[src/rtl/count_sweep_ctrl.sv]
// Purpose : sweep controller that seeks a 4-bit up/down counter to a low bound,
//           then ping-pongs it between the low and high bounds for a set number of half-sweeps.
// Latency : Busy rises 1 cycle after Start is accepted. Done arrives
//           1 + (|C0-Lo|+1) + Passes*((Hi-Lo)+1) cycles after the cycle in which Start is high.
// Backpr. : none. Start is taken only in IDLE and is never queued. Abort cancels at once in any state.
//
// Ports:
//   Clk, Reset          clock (rising edge) and asynchronous active-high reset
//   Start, Lo, Hi,      sweep request and its parameters, captured on acceptance
//   Passes
//   Abort               synchronous cancel; also gates Count_en in the same cycle
//   Count               counter value fed back from the controlled counter
//   Count_up, Count_en  counter direction (1 = +1) and advance enable (combinational)
//   Busy                high while seeking or sweeping
//   Done, Err           one-cycle registered pulses: completion / rejected Start (Lo > Hi)
`timescale 1ns/1ps
module count_sweep_ctrl (
  input  logic       Clk,
  input  logic       Reset,
  input  logic       Start,
  input  logic [3:0] Lo,
  input  logic [3:0] Hi,
  input  logic [3:0] Passes,
  input  logic       Abort,
  input  logic [3:0] Count,
  output logic       Count_up,
  output logic       Count_en,
  output logic       Busy,
  output logic       Done,
  output logic       Err
);

  localparam logic [2:0] S_IDLE = 3'd0;
  localparam logic [2:0] S_SEEK = 3'd1;
  localparam logic [2:0] S_UP   = 3'd2;
  localparam logic [2:0] S_DOWN = 3'd3;
  localparam logic [2:0] S_DONE = 3'd4;

  logic [2:0] state, state_nx;
  logic [3:0] lo_r, lo_nx;
  logic [3:0] hi_r, hi_nx;
  logic [3:0] rem, rem_nx;
  logic       err_q, err_nx;
  logic       cu, ce;

  always_comb begin
    state_nx = state;
    lo_nx    = lo_r;
    hi_nx    = hi_r;
    rem_nx   = rem;
    err_nx   = 1'b0;
    cu       = 1'b0;
    ce       = 1'b0;

    case (state)
      S_IDLE: begin
        if (Start) begin
          if (Lo > Hi) begin
            err_nx = 1'b1;
          end else begin
            lo_nx    = Lo;
            hi_nx    = Hi;
            rem_nx   = (Passes == 4'd0) ? 4'd1 : Passes;
            state_nx = S_SEEK;
          end
        end
      end

      // Direction is chosen by magnitude, so the seek never wraps through 15/0.
      S_SEEK: begin
        cu = (Count < lo_r);
        ce = (Count != lo_r);
        if (Count == lo_r) state_nx = S_UP;
      end

      // Reaching the bound costs one dwell cycle with ce=0. That cycle is
      // where the pass count is consumed and the direction turns around.
      S_UP: begin
        cu = 1'b1;
        ce = (Count != hi_r);
        if (Count == hi_r) begin
          if (rem == 4'd1) begin
            state_nx = S_DONE;
          end else begin
            rem_nx   = rem - 4'd1;
            state_nx = S_DOWN;
          end
        end
      end

      S_DOWN: begin
        cu = 1'b0;
        ce = (Count != lo_r);
        if (Count == lo_r) begin
          if (rem == 4'd1) begin
            state_nx = S_DONE;
          end else begin
            rem_nx   = rem - 4'd1;
            state_nx = S_UP;
          end
        end
      end

      S_DONE:  state_nx = S_IDLE;
      default: state_nx = S_IDLE;
    endcase

    // Abort wins over everything, including a Start in the same IDLE cycle.
    if (Abort) begin
      state_nx = S_IDLE;
      rem_nx   = 4'd0;
      lo_nx    = lo_r;
      hi_nx    = hi_r;
      err_nx   = 1'b0;
      ce       = 1'b0;
    end
  end

  always_ff @(posedge Clk or posedge Reset) begin
    if (Reset) begin
      state <= S_IDLE;
      lo_r  <= 4'd0;
      hi_r  <= 4'd0;
      rem   <= 4'd0;
      err_q <= 1'b0;
    end else begin
      state <= state_nx;
      lo_r  <= lo_nx;
      hi_r  <= hi_nx;
      rem   <= rem_nx;
      err_q <= err_nx;
    end
  end

  // Reset forces state to IDLE asynchronously, so ce drops (and the counter
  // freezes) in the same cycle that Reset asserts.
  assign Count_up = cu;
  assign Count_en = ce;
  assign Busy     = (state == S_SEEK) || (state == S_UP) || (state == S_DOWN);
  assign Done     = (state == S_DONE);
  assign Err      = err_q;

endmodule
[config.mk]
export PLATFORM = sky130hd
export DESIGN_NAME = count_sweep_ctrl
export DESIGN_NICKNAME = d
export VERILOG_FILES = /design/src/rtl/count_sweep_ctrl.sv
export SDC_FILE = /design/constraint.sdc
export NUM_CORES = 1
export LEC_CHECK = 0
export ABC_AREA = 1
export BUFFER_PORTS_ARGS = -buffer_cell sky130_fd_sc_hd__buf_2
export CAP_MARGIN = 40
export CORE_MARGIN = 2
export CORE_UTILIZATION = 45
export DETAILED_ROUTE_END_ITERATION = 10
export GPL_ROUTABILITY_DRIVEN = 1
export GPL_TIMING_DRIVEN = 0
export PLACE_DENSITY = 0.68
export SLEW_MARGIN = 15
export SYNTH_ARGS = -nofsm -noshare
export SYNTH_HDL_FRONTEND = slang
export SYNTH_SLANG_ARGS = --single-unit
[constraint.sdc]
create_clock -name Clk -period 1.82 [get_ports Clk]
set_input_delay 0.364 -clock Clk [delete_from_list [all_inputs] [get_ports Clk]]
set_output_delay 0.364 -clock Clk [all_outputs]
set_load 0.01 [all_outputs]
Word-level counts from Yosys, hierarchy flattened
Index checks and enable logic that the tools add are counted.
{ "op_classes": {"magnitude_cmp": 2, "n_mux": 24, "n_addsub": 1, "eq_ne": 14, "reduce_logical": 9, "bitwise_logic": 2} }
{ "ops": {"columns": ["operator", "n"], "rows": [
  ["4-bit two-way mux", 7],
  ["3-bit two-way mux", 8],
  ["3-bit inequality test (second input constant)", 5],
  ["3-bit case mux with 4 select lines", 1],
  ["4-bit case mux with 3 select lines", 1],
  ["5-bit AND reduction", 2],
  ["4-bit == test", 2],
  ["4-bit inequality test", 2],
  ["3-bit by 2-bit == test with 1-bit output (second input constant)", 2],
  ["1-bit two-way mux", 5],
  ["4-bit by 1-bit == test with 1-bit output (second input constant)", 1],
  ["4-bit > comparator", 1],
  ["4-bit logical NOT", 1],
  ["4-bit less-than comparator", 1],
  ["1-bit case mux with 2 select lines", 2],
  ["4-bit AND reduction", 1],
  ["4-bit nonzero test", 1],
  ["4-bit by 1-bit subtractor with 4-bit output (second input constant)", 1],
  ["3-bit by 1-bit == test with 1-bit output (second input constant)", 1],
  ["3-bit == test (second input constant)", 1],
  ["3-bit logical NOT", 1],
  ["1-bit logical OR", 2],
  ["1-bit NOT", 2],
  ["2-bit OR reduction", 1]
]} }
{ "totals": {"regBits": 16, "in_bits": 20, "word_cells": 57, "output_inout_bits": 5} }

Depth between registers and ports, before layout
Gate-level depths: netlist (run 1).
{ "depth": {"depth_word": 6, "depth_mapped": 13, "depth_no_buf": 13} }

Least setup slack after synthesis (run 1)
Ideal clock, no wire load.
{ "synth_path": {"path_type": "in2reg", "from": "input Hi[3]", "to": "register rem[0]", "slack_ns": 0.293, "path_stages": 12, "required_ns": 1.703, "n_path_buf": 0, "setup_time_ns": 0.117, "arrival_ns": 1.410, "path_cell_list": "inv_1 -> ha_1 -> nand2_1 -> inv_2 -> nand2_1 -> nand2_1 -> nand2_1 -> nand2_1 -> nand2_2 -> nand3_2 -> nand2_1 -> nand2_1"} }
{ "synth_via": {"elab_chain_cells": 3} }
{ "synth_lines": {"columns": ["item", "line_no", "rtl"], "rows": [
  ["start: declaration", "22", "input logic [3:0] Hi,"],
  ["4-bit > comparator", "58", "if (Lo > Hi) begin"],
  ["3-bit inequality test (no source line)", null, null],
  ["5-bit AND reduction (no source line)", null, null],
  ["end signal: assignment", "130", "rem <= rem_nx;"],
  ["end: declaration", "42", "logic [3:0] rem, rem_nx;"]
]} }
No other way between the ends.
A chain may end at the register's enable or synchronous reset.

Final worst setup path (run 1)
{ "layout_path": {"from": "register lo_r[1]", "to": "output Count_up"} }
{ "layout_via": {"elab_chain_cells": 2} }
{ "layout_lines": {"columns": ["item", "line_no", "rtl"], "rows": [
  ["start: declaration", "40", "logic [3:0] lo_r, lo_nx;"],
  ["start signal: assignment", "128", "lo_r <= lo_nx;"],
  ["4-bit less-than comparator", "71", "cu = (Count < lo_r);"],
  ["1-bit case mux with 2 select lines", "55", "case (state)"],
  ["end: declaration", "26", "output logic Count_up,"]
]} }
No other way between the ends.

==> results of run 1 <==
area by class of cell:
class / count / area [sq um] / area share, %
repair buffers: 31 / 172.7 / 11.51
plain buffers: 1 / 11.26 / 0.7506
inverters: 31 / 116.4 / 7.756
flip-flops and latches: 16 / 400.4 / 26.69
multi-input cells: 118 / 725.7 / 48.37
clock buffers: 4 / 36.28 / 2.419
well taps: 30 / 37.54 / 2.502
worst register-to-register path, cell delays in order (launching register included):
cell and delay [ns]:
sky130_fd_sc_hd__dfrtp_1 0.35, sky130_fd_sc_hd__inv_1 0.09, sky130_fd_sc_hd__ha_1 0.19, sky130_fd_sc_hd__nand3_1 0.10, sky130_fd_sc_hd__nor2_1 0.09, sky130_fd_sc_hd__o21ai_1 0.35, sky130_fd_sc_hd__nand3_2 0.18, sky130_fd_sc_hd__nand2_1 0.09
sky130_fd_sc_hd__nand2_1 0.05
worst min path at each step:
stage               slack (ns)  cells after the start    from      end
finish                    0.14                      2   Reset   rem[2]
global route              0.18                      2   Reset   rem[2]
CTS                       0.17                      2   Reset  lo_r[1]
detailed placement        0.46                      2  rem[1]   rem[1]
global placement          0.46                      2  rem[1]   rem[1]
floorplan                 0.28                      1   Reset      Err
where the power goes:
part | internal [W] | switching (W) | total, W
Sequential | 0.000501 | 0.000108 | 0.000609
Clock | 0.000122 | 0.000123 | 0.000245
Combinational | 0.000493 | 0.000629 | 0.00112
Total | 0.00112 | 0.000861 | 0.00198
metrics by stage:
step	area, sq um	instances	utilization [%]	setup TNS (ns)	hold slack [ns]
global placement	1368	220	54.22	0	0.4583
global route	1500	231	59.47	-0.08249	0.1759
CTS	1448	226	57.39	-0.05033	0.1703
floorplan	1210	166	-	0	0.2777
finish	1500	231	59.47	0	0.1370
detailed placement	1368	220	54.22	-0.001184	0.4581
cells by family after synthesis:
kind of cell	after synthesis
simple gates	87
fa+ha+maj	10
flops	16
compound gates	20
xor+xnor	1
buf+inv	32
registers in the layout, summed over array words and instances, names as in the netlist:
register and cells:
rem 4, state 3, hi_r 4, Err 1, lo_r 4
synthesized netlist by cell type (4+ instances only):
cell type / n / area, sq um
sky130_fd_sc_hd__nor2_1: 16 / 60.06
sky130_fd_sc_hd__dfrtp_1: 16 / 400.4
sky130_fd_sc_hd__o21ai_1: 5 / 25.02
sky130_fd_sc_hd__nand4_1: 8 / 50.05
sky130_fd_sc_hd__nor3_1: 4 / 20.02
sky130_fd_sc_hd__nand3_1: 5 / 25.02
sky130_fd_sc_hd__inv_1: 25 / 93.84
sky130_fd_sc_hd__a21oi_1: 5 / 25.02
sky130_fd_sc_hd__nand2_1: 43 / 161.4
sky130_fd_sc_hd__a21oi_2: 4 / 35.03
sky130_fd_sc_hd__ha_1: 10 / 125.1
sky130_fd_sc_hd__inv_2: 6 / 22.52
per-layer routing:
layer,track usage [%],routed length [um]
met2,31.12,1247
met3,4.419,104
met4,3.401,15
met1,23.58,1258
met5,0,0
timing repair:
| item | in CTS | in global routing |
|---|---|---|
| cloned | 0 | 0 |
| resized for setup | 6 | 3 |
| setup endpoints to repair | 2 | 2 |
| setup buffers | 2 | 5 |
| pin swaps | 4 | 3 |
| endpoints found under the hold margin | 0 | 0 |
==> results.json, run 1 <==
{
  "timing.max_slew.rel_slack_pct": 57.26,
  "leakagePower_nw": 0.8353,
  "report.final.setup_viol": 0,
  "synth_edf_count": 0,
  "crit_path_max_incr_delay_ns": 0.38,
  "clock_path_buffers": 2,
  "synth_simple_gate_area_share_pct": 35.06,
  "synth.net_count": 196,
  "kind_of_cell_adding_the_most_delay_to_the_critical_path": "flip-flops",
  "status": "completed",
  "gp_congestion": 0.8305,
  "firstDrtPassIters": 4,
  "mostFrequentLayoutCell": "sky130_fd_sc_hd__nand2_1",
  "r2r_start": "rem[1]",
  "layout_common_cells": "sky130_fd_sc_hd__nand2_1, sky130_fd_sc_hd__buf_2, sky130_fd_sc_hd__inv_1",
  "total_power_w": 0.001977,
  "fp.dieH_um": 55.85,
  "r2r.worst_path.cells": 8,
  "drt_iter0_drc": 24,
  "finalWirelength_um": 2625,
  "tritoncts_clock_tree": "yes",
  "power.ir.vdd_worst_uv": 757.4,
  "placement.setup.worst_slack_ns": -0.001184,
  "worstPathArrival_ns": 1.45,
  "placement_rows": 18,
  "synthArstFlopShare_pct": 100.0,
  "clock_latency_ns": 0.29,
  "critical_path.slowest_cell": "sky130_fd_sc_hd__dfrtp_1",
  "max-cap-violations": 0,
  "regToRegEndpoint": "rem[0]",
  "timing.reg2reg.setup_slack_ns": 0.22,
  "start_kind": "flip-flop",
  "h-tree-depth": 1,
  "yosysSeqAreaShare_pct": 33.09,
  "core_sq_um": 2522,
  "dieWidth_um": 55.85,
  "io_buffers": 24,
  "timing.final.hold_violations": 0,
  "global_route.usage.total_pct": 18.20,
  "holdBufCountCts": 0,
  "synth_adder_area_share_pct": 10.34,
  "worstPathMaxFanout": 2,
  "antennaDiodeCount": 0,
  "synth.ff_latch_count": 16,
  "critPathCapture": "Count_up",
  "cts_root_buf": "sky130_fd_sc_hd__clkbuf_4",
  "crit_path_frequent_cell": "sky130_fd_sc_hd__inv_2",
  "clock_pin_slew_worst_setup_and_hold_paths_ns": 0.11,
  "antenna_violations_before_repair": 0,
  "post_layout_min_period_ns": 1.819,
  "final.fill_count": 246,
  "ys_dominant_reg_cell": "sky130_fd_sc_hd__dfrtp_1",
  "worst_pin_slew_ns": 0.6403,
  "routed-via-count": 1138,
  "synth_xor_area_share_pct": 0.7239,
  "fmaxAchievable_mhz": 549.8,
  "average_wire_per_standard_cell_um": 11.36,
  "grt_first_pass_wirelength_um": 4636,
  "synth_cells": 166,
  "clock_sink_count": 16,
  "crit_cells": 7,
  "fin_skew_ns": 0.005172,
  "finalMaxSlewViolations": 0,
  "worstHoldPathType": "input port to asynchronous set/reset pin",
  "share_of_post_route_cells_with_drive_strength_above_1_pct": 32.84,
  "netlist_area_sq_um": 1210,
  "via_count_of_the_first_global_routing_pass": 1096,
  "synth_top_family_by_area": "simple AND/OR/NAND/NOR gates",
  "worst_path_class_setup": "flip-flop to primary output",
  "sequence_of_cells_on_the_critical_path": "inv_2 > ha_4 > inv_2 > nor2_2 > o211ai_1 > a31o_1 > buf_2",
  "layout_worst_path_cycle_share_pct": 99.94,
  "grt_setup_unrepaired": "yes",
  "worst_slack_ns": 0.001017,
  "buffers_plus_inverters_on_the_worst_setup_path": 3,
  "power_density_nw_per_um2": 1318,
  "initial_utilization_pct": 47.97,
  "synth_mux_area_share_pct": 0,
  "grt_max_degree": 17,
  "route.detailed.drc": 0,
  "fp.dieArea_sq_um": 3119,
  "worstSetupStartpoint": "lo_r[1]",
  "synth.avg_cell_area_sq_um": 7.289,
  "ratio_of_routed_vias_to_standard_cells": 4.926,
  "post_synth_num_cell_types": 24,
  "setup.worst_path.end_class": "primary output",
  "hpwlAfterDp_um": 2017,
  "floorplan.io_pins": 25,
  "final_antenna_net_count": 0,
  "yosys_warnings": 0,
  "grt-ovfl-total": 0,
  "synth-compound-area-share_pct": 10.24,
  "layout.nets": 232,
  "inserted_clock_buffers": 3,
  "crit_required_ns": 1.46,
  "flow.area_growth_from_synthesis_pct": 23.99
}
No activity file was read; power rests on OpenSTA's default activity.
==> run 2: changes to the inputs <==
--- a/config.mk
+++ b/config.mk
@@ -13,7 +13,7 @@
 export DETAILED_ROUTE_END_ITERATION = 10
 export GPL_ROUTABILITY_DRIVEN = 1
 export GPL_TIMING_DRIVEN = 0
-export PLACE_DENSITY = 0.68
+export PLACE_DENSITY = 0.79
 export SLEW_MARGIN = 15
 export SYNTH_ARGS = -nofsm -noshare
 export SYNTH_HDL_FRONTEND = slang
==> run 2 against run 1 <==
Sequential share of layout area is 0.25 points higher. Highest routed layer unchanged. Register-to-register slack worse by 0.09 ns. Critical path depth unchanged. Combinational power hardly changed.
==> results.json, run 2 (synthesis results as in run 1) <==
{
  "report.final.setup_viol": 0,
  "finalMaxSlewViolations": 0,
  "fp.dieArea_sq_um": 3119,
  "average_wire_per_standard_cell_um": 10.82,
  "antenna_violations_before_repair": 0,
  "timing.final.hold_violations": 0,
  "critical_path.slowest_cell": "sky130_fd_sc_hd__dfrtp_1",
  "start_kind": "flip-flop",
  "h-tree-depth": 1,
  "grt_setup_unrepaired": "yes",
  "holdWs_ns": 0.1376,
  "grt-busiest-layer": "met2",
  "timing.reg2reg.setup_slack_ns": 0.13,
  "worst_slack_ns": 0.006722,
  "setup.worst_path.end_class": "primary output",
  "hpwlAfterDp_um": 1927,
  "worstSetupStartpoint": "lo_r[1]",
  "flow.area_growth_from_synthesis_pct": 22.85,
  "cts_root_buf": "sky130_fd_sc_hd__clkbuf_4",
  "finalWirelength_um": 2489,
  "layout_worst_path_cycle_share_pct": 99.63,
  "grt.met2_usage_pct": 28.57,
  "via_count_of_the_first_global_routing_pass": 1031,
  "worstPathArrival_ns": 1.45,
  "regToRegEndpoint": "rem[1]",
  "worst_pin_slew_ns": 0.6297,
  "power.ir.vdd_worst_uv": 903.8,
  "groute.layer.met1.usage_pct": 22.63,
  "core_sq_um": 2522,
  "power_density_nw_per_um2": 1288,
  "leakagePower_nw": 0.8261,
  "placement.setup.worst_slack_ns": 0.02563,
  "worst_path_class_setup": "flip-flop to primary output",
  "drt_iter0_drc": 18,
  "critPathCapture": "Count_up",
  "fmaxAchievable_mhz": 551.5,
  "setup_total_negative_slack_ns": 0,
  "r2r_start": "lo_r[0]",
  "status": "completed",
  "antennaDiodeCount": 0,
  "r2r.worst_path.cells": 10,
  "worstPathMaxFanout": 2,
  "use_met3_pct": 4.419,
  "total_power_w": 0.001915,
  "dieWidth_um": 55.85,
  "inserted_clock_buffers": 3,
  "clock_pin_slew_worst_setup_and_hold_paths_ns": 0.10,
  "grt_first_pass_wirelength_um": 4305,
  "final_antenna_net_count": 0,
  "timing.max_slew.rel_slack_pct": 57.97,
  "clock_sink_count": 16,
  "grt_max_degree": 17,
  "grt-ovfl-total": 0,
  "routed-via-count": 1146,
  "share_of_post_route_cells_with_drive_strength_above_1_pct": 32.50,
  "layout.nets": 232,
  "kind_of_cell_adding_the_most_delay_to_the_critical_path": "flip-flops",
  "initial_utilization_pct": 47.97,
  "clock_path_buffers": 2,
  "layout.core_utilization_pct": 58.93,
  "mostFrequentLayoutCell": "sky130_fd_sc_hd__nand2_1",
  "worstHoldPathType": "input port to asynchronous set/reset pin",
  "crit_required_ns": 1.46,
  "placement_rows": 18,
  "biggest_registers_after_layout": "hi_r (4), lo_r (4), rem (4)",
  "final.fill_count": 258,
  "global_route.usage.total_pct": 17.24,
  "buffers_plus_inverters_on_the_worst_setup_path": 3,
  "max-cap-violations": 0,
  "gp_congestion": 0.7971,
  "io_buffers": 24,
  "floorplan.io_pins": 25,
  "tritoncts_clock_tree": "yes",
  "post_layout_min_period_ns": 1.813,
  "ratio_of_routed_vias_to_standard_cells": 4.983,
  "firstDrtPassIters": 4,
  "route.detailed.drc": 0,
  "clock_latency_ns": 0.29,
  "crit_cells": 7,
  "sequence_of_cells_on_the_critical_path": "inv_2 > ha_4 > inv_2 > nor2_2 > o211ai_1 > a31o_1 > buf_2",
  "crit_path_frequent_cell": "sky130_fd_sc_hd__inv_2",
  "fin_skew_ns": 0.008106,
  "crit_path_max_incr_delay_ns": 0.35,
  "layout_common_cells": "sky130_fd_sc_hd__nand2_1, sky130_fd_sc_hd__buf_2, sky130_fd_sc_hd__inv_1",
  "fp.dieH_um": 55.85
}
## run 2: worst min path at each step
| stage | from | end | slack (ns) | cells after the start |
|---|---|---|---|---|
| floorplan | Reset | Err | 0.28 | 1 |
| global placement | rem[1] | rem[1] | 0.46 | 2 |
| detailed placement | rem[1] | rem[1] | 0.47 | 2 |
| CTS | Reset | hi_r[1] | 0.17 | 2 |
| global route | Reset | state[1] | 0.20 | 2 |
| finish | Reset | hi_r[1] | 0.14 | 2 |
## run 2: metal layers
metal	routed length, um	share of wire, %	vias up
met5	0	0	-
met4	27	1.1	0
met3	77	3.1	2
met2	1172	47	14
met1	1211	49	527
li1	-	-	603
## run 2: power by group
| group | leakage [nW] | internal, W | switching, W |
|---|---|---|---|
| registers | 0.198 | 0.000501 | 0.000114 |
| logic | 0.615 | 0.000496 | 0.000614 |
| clock network | 0.0138 | 0.0000770 | 0.000113 |
| total | 0.826 | 0.00107 | 0.000840 |
## run 2: worst register-to-register path: cells and delay by family (launching register included)
kind	cells	cell delay, ns
fa+ha+maj	1	0.29
buf+inv	2	0.27
flops	1	0.39
simple gates	7	0.64
## run 2: area by class of cell
| type | instances | area (sq um) | share of cell area, % |
|---|---|---|---|
| clock buffer | 3 | 22.52 | 1.515 |
| timing repair buffer | 31 | 172.7 | 11.62 |
| sequential | 16 | 400.4 | 26.94 |
| inverter | 31 | 116.4 | 7.828 |
| tap | 30 | 37.54 | 2.525 |
| buffer | 1 | 11.26 | 0.7576 |
| multi-input combinational | 118 | 725.7 | 48.82 |
## run 2: timing repair
action / in CTS / in global routing
pin swaps: 2 / 5
endpoints found under the setup margin: 2 / 2
buffers inserted: 3 / 4
resized for setup: 5 / 4
cloned: 0 / 0
hold buffers: 0 / 0
## run 2: metrics by stage
step / cell area [sq um] / std cells
finish: 1486 / 230
global route: 1486 / 230
CTS: 1438 / 226
global placement: 1368 / 220
detailed placement: 1368 / 220
floorplan: 1210 / 166
==> run 3: changes to the inputs <==
--- a/config.mk
+++ b/config.mk
@@ -13,7 +13,7 @@
 export DETAILED_ROUTE_END_ITERATION = 10
 export GPL_ROUTABILITY_DRIVEN = 1
 export GPL_TIMING_DRIVEN = 0
-export PLACE_DENSITY = 0.79
+export PLACE_DENSITY = 0.81
 export SLEW_MARGIN = 15
 export SYNTH_ARGS = -nofsm -noshare
 export SYNTH_HDL_FRONTEND = slang
==> constraint.sdc (replaced) <==
create_clock -name Clk -period 1.45 [get_ports Clk]
set_input_delay 0.29 -clock Clk [delete_from_list [all_inputs] [get_ports Clk]]
set_output_delay 0.29 -clock Clk [all_outputs]
set_load 0.01 [all_outputs]
==> run 3 against run 2 <==
The run now ends with negative setup slack left. Non-clock buffer count stayed put. Combinational power up 41%. Cell area increased by 6.1%. Cell count grew 0.87%. Count of clock-buffer cells in the layout increased by 1. Die area unchanged. Register-to-register slack lost 0.24 ns. Total power up 40%. Worst hold slack lost 0.087 ns. Sequential power increased by 29%. Largest cell class unchanged. Clock skew decreased by 0.0032 ns.
==> results.json, run 3 (synthesis results as in run 1) <==
{
  "multi_input_combinational_cell_area_sq_um": 800.8,
  "placement.setup.worst_slack_ns": -0.2400,
  "setup.worst_path.end_class": "primary output",
  "critPathCapture": "Count_en",
  "max-cap-violations": 0,
  "layout.nets": 233,
  "worstPathArrival_ns": 1.50,
  "route.detailed.drc": 0,
  "layout_worst_path_cycle_share_pct": 123.3,
  "fp.dieArea_sq_um": 3119,
  "final_antenna_net_count": 0,
  "antennaDiodeCount": 0,
  "final.fill_count": 235,
  "worstPathMaxFanout": 4,
  "timing.reg2reg.setup_slack_ns": -0.11,
  "layout_common_cells": "sky130_fd_sc_hd__nand2_1, sky130_fd_sc_hd__buf_2, sky130_fd_sc_hd__inv_1",
  "clock_latency_ns": 0.30,
  "power.ir.vdd_worst_uv": 1484,
  "gp_congestion": 0.8195,
  "finalWirelength_um": 2881,
  "power_density_nw_per_um2": 1696,
  "cts_root_buf": "sky130_fd_sc_hd__clkbuf_4",
  "report.final.setup_viol": 15,
  "initial_utilization_pct": 47.97,
  "crit_path_max_incr_delay_ns": 0.46,
  "share_of_post_route_cells_with_drive_strength_above_1_pct": 37.13,
  "flow.area_growth_from_synthesis_pct": 30.40,
  "r2r.worst_path.cells": 9,
  "worstSetupStartpoint": "state[1]",
  "fmaxAchievable_mhz": 559.2,
  "clock_sink_count": 16,
  "fin_skew_ns": 0.004910,
  "average_wire_per_standard_cell_um": 12.42,
  "firstDrtPassIters": 4,
  "worst_slack_ns": -0.3382,
  "regToRegEndpoint": "rem[3]",
  "biggest_registers_after_layout": "hi_r (4), lo_r (4), rem (4)",
  "inserted_clock_buffers": 3,
  "status": "finished with violations",
  "worst_pin_slew_ns": 0.6238,
  "placement_rows": 18,
  "h-tree-depth": 1,
  "clock_path_buffers": 2,
  "core_sq_um": 2522,
  "grt_max_degree": 17,
  "ratio_of_routed_vias_to_standard_cells": 5.168,
  "global_route.usage.total_pct": 17.98,
  "worstHoldPathType": "input port to asynchronous set/reset pin",
  "post_layout_min_period_ns": 1.788,
  "grt_first_pass_wirelength_um": 4498,
  "routed-via-count": 1199,
  "crit_required_ns": 1.16,
  "floorplan.io_pins": 25,
  "hpwlAfterDp_um": 1917,
  "tritoncts_clock_tree": "yes",
  "layout.core_utilization_pct": 62.55,
  "timing.final.hold_violations": 0,
  "critical_path.slowest_cell": "sky130_fd_sc_hd__dfrtp_2",
  "mostFrequentLayoutCell": "sky130_fd_sc_hd__nand2_1",
  "sequence_of_cells_on_the_critical_path": "inv_2 > nor2_4 > inv_2 > nor2_4 > nand2_2 > a21oi_1 > buf_2",
  "antenna_violations_before_repair": 0,
  "clock_pin_slew_worst_setup_and_hold_paths_ns": 0.11,
  "grt_setup_unrepaired": "yes",
  "r2r_start": "lo_r[0]",
  "timing.max_slew.rel_slack_pct": 58.37,
  "violations": "negative setup slack",
  "drt_iter0_drc": 33,
  "dieWidth_um": 55.85,
  "fp.dieH_um": 55.85,
  "sequential_cell_area_sq_um": 402.9,
  "grt-ovfl-total": 0,
  "worst_path_class_setup": "flip-flop to primary output",
  "io_buffers": 24,
  "via_count_of_the_first_global_routing_pass": 1116,
  "leakagePower_nw": 0.8464,
  "start_kind": "flip-flop",
  "finalMaxSlewViolations": 0
}
[run 3: repair_timing]
item,in CTS,in global routing
pin swaps,7,11
setup endpoints to repair,8,18
cloned,1,0
resized for setup,9,15
hold buffers,0,0
buffers inserted,3,4
[run 3: routing by layer]
metal | global-route usage, % | wire (um)
met5 | 0 | 0
met4 | 7.483 | 23
met3 | 3.023 | 95
met2 | 30.61 | 1451
met1 | 22.51 | 1311
[run 3: layout make-up]
class                      instances  area share, %
sequential                        16          25.54
buffer                             1         0.7137
tap                               30          2.379
timing repair buffer              31          10.94
clock buffer                       4          2.300
inverter                          31          7.375
multi-input combinational        119          50.75
[run 3: worst min path at each step]
stage | endpoint | from | slack, ns
3_5_place_dp | rem[0] | Reset | 0.40
3_3_place_gp | rem[0] | Reset | 0.40
6_report | lo_r[3] | Reset | 0.05
2_1_floorplan | Err | Reset | 0.20
5_1_grt | rem[1] | Reset | 0.1
4_1_cts | rem[0] | Reset | 0.08
[run 3: stage by stage]
| stage | cell area (sq um) | power (W) | hold slack (ns) | setup TNS [ns] | cells |
|---|---|---|---|---|---|
| global placement | 1370 | 0.001925 | 0.3982 | -2.147 | 220 |
| CTS | 1478 | 0.002435 | 0.07519 | -0.7677 | 228 |
| detailed placement | 1370 | 0.001960 | 0.3994 | -2.408 | 220 |
| global route | 1578 | 0.002914 | 0.09958 | -2.505 | 232 |
| floorplan | 1212 | 0.001680 | 0.2037 | 0 | 166 |
| finish | 1578 | 0.002676 | 0.05071 | -1.242 | 232 |
[run 3: report_power, final]
part	internal (W)	switching, W
Combinational	0.000679	0.000886
Clock	0.000153	0.000162
Sequential	0.000634	0.000162
[run 3: worst max-delay path, delay by kind of cell (launching register included)]
kind	cells	cell delay, ns
flops	1	0.46
buf+inv	3	0.28
compound gates	1	0.14
simple gates	3	0.32
